<file path="src/rtl/wptr_full_ctrl_pkg.sv">
// Shared pointer parameters for the async FIFO write and read controllers.
package wptr_full_ctrl_pkg;

  localparam int WPTR_N        = 9;
  localparam int WPTR_DEPTH    = 2 ** (WPTR_N - 1);
  localparam int WPTR_AF_LEVEL = WPTR_DEPTH - 4;

endpackage

</file>
<file path="src/rtl/wptr_full_ctrl_b2g.sv">
// Binary to Gray converter.
module b2g #(
  parameter int N = 9
) (
  input  logic [N-1:0] bin,
  output logic [N-1:0] gray
);

  assign gray = bin ^ (bin >> 1);

endmodule

</file>
<file path="src/rtl/wptr_full_ctrl.sv">
// Write-side pointer / full-flag controller for the async FIFO (write clock domain).
// Optional almost-full flag is built when WPTR_ALMOST_FULL_EN is defined.
module wptr_full_ctrl
  import wptr_full_ctrl_pkg::*;
#(
  parameter int N        = WPTR_N,
  parameter int AF_LEVEL = 2 ** (N - 1) - 4
) (
  input  logic         clk,
  input  logic         rst,
  input  logic         wr_en,
  input  logic [N-1:0] rd_gray,
  output logic [N-2:0] waddr,
  output logic         wr_ok,
  output logic [N-1:0] wptr_gray,
  output logic         full,
  output logic         almost_full
);

  localparam logic [N-1:0] AF_LVL = N'(AF_LEVEL);

  logic [N-1:0] wbin;
  logic [N-1:0] wgray;
  logic [N-1:0] rq1;
  logic [N-1:0] rq2;
  logic         full_r;
  logic [N-1:0] wbin_next;
  logic [N-1:0] wgray_next;
  logic [N-1:0] full_gray;

  assign wr_ok     = wr_en & ~full_r;
  assign wbin_next = wbin + {{(N-1){1'b0}}, wr_ok};

  b2g #(.N(N)) u_b2g (
    .bin  (wbin_next),
    .gray (wgray_next)
  );

  // Write pointer is full when it sits one lap ahead of the synchronized read pointer.
  assign full_gray = {~rq2[N-1], ~rq2[N-2], rq2[N-3:0]};

  always_ff @(posedge clk or posedge rst) begin
    if (rst) begin
      wbin   <= '0;
      wgray  <= '0;
      rq1    <= '0;
      rq2    <= '0;
      full_r <= 1'b0;
    end else begin
      rq1    <= rd_gray;
      rq2    <= rq1;
      wbin   <= wbin_next;
      wgray  <= wgray_next;
      full_r <= (wgray_next == full_gray);
    end
  end

  assign waddr     = wbin[N-2:0];
  assign wptr_gray = wgray;
  assign full      = full_r;

`ifdef WPTR_ALMOST_FULL_EN
  logic [N-1:0] rbin_sync;
  logic [N-1:0] fill_next;
  logic         af_r;

  always_comb begin
    rbin_sync = '0;
    for (int i = 0; i < N; i++) begin
      rbin_sync[i] = ^rq2[N-1:i];
    end
  end

  assign fill_next = wbin_next - rbin_sync;

  always_ff @(posedge clk or posedge rst) begin
    if (rst) begin
      af_r <= 1'b0;
    end else begin
      af_r <= (fill_next >= AF_LVL);
    end
  end

  assign almost_full = af_r;
`else
  logic unused_af;
  assign unused_af   = ^AF_LVL;
  assign almost_full = 1'b0;
`endif

endmodule

</file>
<file path="config.mk">
export PLATFORM = sky130hd
export DESIGN_NAME = wptr_full_ctrl
export DESIGN_NICKNAME = d
export VERILOG_FILES = /design/src/rtl/wptr_full_ctrl_pkg.sv /design/src/rtl/wptr_full_ctrl_b2g.sv /design/src/rtl/wptr_full_ctrl.sv
export SDC_FILE = /design/constraint.sdc
export NUM_CORES = 1
export LEC_CHECK = 0
export ABC_AREA = 1
export ABC_CLOCK_PERIOD_IN_PS = 3210
export BUFFER_PORTS_ARGS = -buffer_cell sky130_fd_sc_hd__buf_2
export CORE_ASPECT_RATIO = 0.8
export CORE_UTILIZATION = 57
export DETAILED_ROUTE_END_ITERATION = 8
export PLACE_DENSITY = 0.82
export SYNTH_ARGS = -nofsm -noshare
export SYNTH_HDL_FRONTEND = slang
export SYNTH_SLANG_ARGS = --single-unit
</file>
<file path="constraint.sdc">
create_clock -name clk -period 3.21 [get_ports clk]
set_clock_uncertainty 0.2 [all_clocks]
set_input_delay 0.642 -clock clk [delete_from_list [all_inputs] [get_ports clk]]
set_output_delay 0.642 -clock clk [all_outputs]
set_load 0.01 [all_outputs]
</file>
# Word-level counts from Yosys, hierarchy flattened
# Cells that the tools add are included.
# W data, S select, Z words.
# totals
ff_bits	37
# op_classes
n_addsub	1
n_eq_ne	1
n_bitwise	5
# ops
cell	count
$add A9 B1 Y9	1
$eq A9 B9 Y1	1
$xor A9 B8 Y9	1
$not A1 Y1	3
$and A1 B1 Y1	1

# Longest topological paths before layout
# depth
depth_word	5
mapped_depth	15
mapped_depth_nobuf	15

# By module
# A second synthesis with hierarchy kept.
# unflattened
hier_cells	148
hier_area_um2	1487.7
# modules_own_cells
module	instances	cells_per_inst	area_each_um2
wptr_full_ctrl	1	114	1356.3
b2g	1	34	131.4

# Least setup slack after synthesis
# No wires, ideal clock.
# synth_timing
path_kind	input -> register
start	input port wr_en
end	register full_r (netlist: full)
setup_time_ps	71
arrival_ps	2224
required_ps	2939
slack_ps	714
path_stages	14
n_path_buf	0
cell_sequence	inv_1 -> nor2_1 -> ha_1 -> ha_1 -> or2_2 -> nand2_1 -> nand2_1 -> nand2_1 -> nand3_1 -> nor2_1 -> nand2_1 -> nor2_1 -> nand2_1 -> nor2_1
# synth_between
elab_chain_len	4
# synth_rtl
item	line	rtl
start, declared	wptr_full_ctrl.sv:11	input logic wr_en,
$and A1 B1 Y1	wptr_full_ctrl.sv:31	assign wr_ok = wr_en & ~full_r;
named net wr_ok	wptr_full_ctrl.sv:14	output logic wr_ok,
$add A9 B1 Y9	wptr_full_ctrl.sv:32	assign wbin_next = wbin + {{(N-1){1'b0}}, wr_ok};
named net u_b2g.bin[1]	wptr_full_ctrl_b2g.sv:5	input logic [N-1:0] bin,
$xor A9 B8 Y9	wptr_full_ctrl_b2g.sv:9	assign gray = bin ^ (bin >> 1);
$eq A9 B9 Y1	wptr_full_ctrl.sv:54	full_r <= (wgray_next == full_gray);
end signal, assigned	wptr_full_ctrl.sv:54	
end, declared	wptr_full_ctrl.sv:26	logic full_r;
# The timed path passes the listed nets, and every way through them passes these cells.

# Worst setup path after layout
# layout_timing
start	register full_r (netlist: full)
end	register full_r (netlist: full)
# layout_between
elab_chain_len	5
# layout_rtl
item	line
$not A1 Y1	wptr_full_ctrl.sv:31
$and A1 B1 Y1	wptr_full_ctrl.sv:31
$add A9 B1 Y9	wptr_full_ctrl.sv:32
$xor A9 B8 Y9	wptr_full_ctrl_b2g.sv:9
$eq A9 B9 Y1	wptr_full_ctrl.sv:54
# Every way passes these cells.

==> results.md <==
- Clock buffer count from CTS: 5
- Worst-path clk slew: 0.10 ns
- FF-to-FF setup slack: just under 0.9 ns
- Final Hold Slack: 0.1534 ns
- Net count after synthesis: 197
- Standard-cell rows: 16
- R2r startpoint: full$_DFF_PP0_
- Post-synth EDFFs: 0
- Crit-path max FO: 6
- DRT Pass-1 Iters: 4
- DR vias: 1305
- R2r worst-path depth: 13
- PwrDens: between 800 and 900 nW/um^2
- Drt wl/cell: 11.83 um
- DRC: 0
- Synth warnings: 0
- Max_cap viols: 0
- Max Freq: 428.2 MHz
- Non-Filler Instances: between 200 and 300
- CP max stage delay: 0.40 ns
- Synth Register Bits: 36
- Final Wtd Congestion: between 0.8 and 0.9
- Critical path class: reg2reg
- TritonCTS clock tree: done
- Max-slew violations: 0
- Initial DRC count: slightly below 80
- Area share of the largest cell type after synthesis: 57.32%
- Async SR Flop Fraction: 100.0%
- Top FF cell, synth: dfrtp_1
- Vias per inst: about 5.1
- Post-synthesis instance area: 1572 sq um
- Initial antenna violation count: 0
- Hold WC Path Type: reg2reg
- Leak pwr: 1.019 nW
- CP required: approximately 3.3 ns
- Post-Place Cells: 247
- CTS root buf: clkbuf_4
- VDD IR-drop max: 0.4454 mV
- Share of post-route cells with drive strength above 1: 23.74%
- Area grow syn2layout: 16.80%
- Top cell by count, worst path: nand2_1
- Final hold vios: 0
- Pin count of the biggest net entering global routing: 37
- Worst hold endpoint: rq2[3]$_DFF_PP0_
- Placed cell areas: roughly 1800 sq um
- Endpoints failing setup: 0
- Vias in the first global route: 1276
- CP Launch Type: register
- Status: complete, no violations
- End of the worst register-to-register path: full$_DFF_PP0_
- Layout Cell Area excl Fill: approximately 1800 sq um
- Core area: 2522 sq um
- Post-Route WL: just over 3000 um
- Synth Instances: 182
- Setup repair bufs after CTS: 0
- Setup crit end kind: register
- I/O Buffers: 30
- Area leader, netlist: dfrtp_1
- Setup TNS: 0 ns
- Initial Utilization: 62.30%
- Clock network latency to the later pin of the worst-skew pair: 0.33 ns
- Synth unique cells: 16
- Top area cells in the synthesized netlist: dfrtp_1 (57%), nand2_1 (15%), nand3_1 (7.3%)
- Post-route setup slack: 0.8744 ns
- Syn avg cell area: ~8.6 sq um
- Fillers: between 200 and 250
- Die area: 2972 sq um
- Tmin final: 2.336 ns
- Seq/Total Area, Yosys: 57.32%
- Crit-path cells: nor2_1 > ha_1 > ha_1 > nand2_1 > nand2_1 > nand2_1 > nand3_1 > nand3_1 > nor2_1 > nand2_1 > nor2_1 > nand2_1 > nor2_1
- CTS H-tree depth: 2
- Hold path start: rq1[3]$_DFF_PP0_
- Nets: 233
- Io pins: 32
- GRT overflow: 0
- Chip height: 48.97 um
- Antenna-violating nets left: 0
- Cts hold-fix bufs: 0
- Count leader, synth: nand2_1
- Post_cts resized: 0
- Most frequent cells after synthesis: nand2_1 (64), dfrtp_1 (36), inv_1 (23), nand3_1 (23), nand2_2 (10)
- First-pass GRT wire length: 5085 um
- Clock Path Buffers: 2
- Period Utilization, post-route: 72.76%
- Slowest CP cell: dfrtp_1
- Diodes inserted: 0
- DP HPWL: 2270 um
- WHS Path Cells: 0
- Die Width: 60.71 um
- Pre-CTS setup slack: 0.5698 ns
- CTS Sinks: 36
- Critical Path AT: 2.40 ns
- Tot GR Track Use: between 20% and 30%
- Unrepaired setup endpoints after global routing: no
-- power breakdown --
part | switching (W) | internal (W)
combinational | 0.000389 | 0.000207
sequential | 0.0000839 | 0.000548
clock | 0.000141 | 0.000163
-- worst max-delay path by stage --
stage | slack (ns) | depth (start not counted) | startpoint | endpoint
detailed placement | 0.57 | 15 | wr_en | full$_DFF_PP0_
floorplan | 0.71 | 14 | wr_en | full$_DFF_PP0_
global placement | 0.72 | 15 | wr_en | full$_DFF_PP0_
CTS | 0.89 | 13 | full$_DFF_PP0_ | full$_DFF_PP0_
global route | 0.64 | 13 | full$_DFF_PP0_ | full$_DFF_PP0_
finish | 0.87 | 13 | full$_DFF_PP0_ | full$_DFF_PP0_
-- layout by cell type, fill, tap and decap left out --
master     netlist  layout
nand2_2         10      10
conb_1           1       1
nor2_2           2       2
nand2_1         64      64
nor2_4           1       1
o21ai_1          1       1
clkinv_2         0       1
nand3b_1         2       2
ha_1             3       3
buf_4            2       1
clkbuf_4         0       5
o21ai_0          1       1
nand4_1          4       4
or2_2            1       1
bufinv_16        0       1
nand3_1         23      23
inv_1           23      23
nor2_1           8       8
clkbuf_1         0       1
dfrtp_1         36      36
buf_2            0      30
-- critical path, delay by kind of cell, from the launching register on --
kind | cells | cell delay [ns]
AND/OR/NAND/NOR | 11 | 1.23
adder cells (fa/ha/maj) | 2 | 0.46
flip-flops | 1 | 0.40
-- stage by stage --
stage | util, % | total power, W
after CTS | 72.77 | 0.001538
after detailed placement | 69.74 | 0.001228
after global routing | 72.77 | 0.001656
final | 72.77 | 0.001531
after floorplan | - | 0.001043
after global placement | 69.74 | 0.001189
-- area by class of cell --
cell class | count | area, sq um | share of cell area (%)
Clock buffer | 6 | 41.29 | 2.249
Clock inverter | 2 | 35.03 | 1.909
Multi-Input combinational cell | 121 | 569.3 | 31.02
Sequential cell | 36 | 900.9 | 49.08
Timing Repair Buffer | 31 | 157.7 | 8.589
Tap cell | 36 | 45.04 | 2.454
Inverter | 23 | 86.33 | 4.703
-- layer usage --
metal  vias up  share of wire, %  track usage (%)  routed length [um]
met5         -                 0                0                   0
met4         0               1.7            12.88                  52
met3         7               5.6            6.897                 169
met2        35                51            39.19                1528
met1       628                42            28.18                1266
li1        635                 -                -                   -
-- registers in the layout, summed over array words and instances (netlist names) --
| name | flops |
|---|---|
| wptr_gray | 8 |
| rq2 | 9 |
| rq1 | 9 |
| wbin | 9 |
| full | 1 |
-- cells by family (layout without fill, tap and decap cells) --
family          Yosys count  in the layout  synth area share (%)
other cells               1              1                0.2386
buf+inv                  25             62                 6.449
fa+ha+maj                 3              3                 2.389
flops                    36             36                 57.32
simple gates            115            115                 32.96
compound gates            2              2                0.6363
No activity file was read; power rests on OpenSTA's default activity.
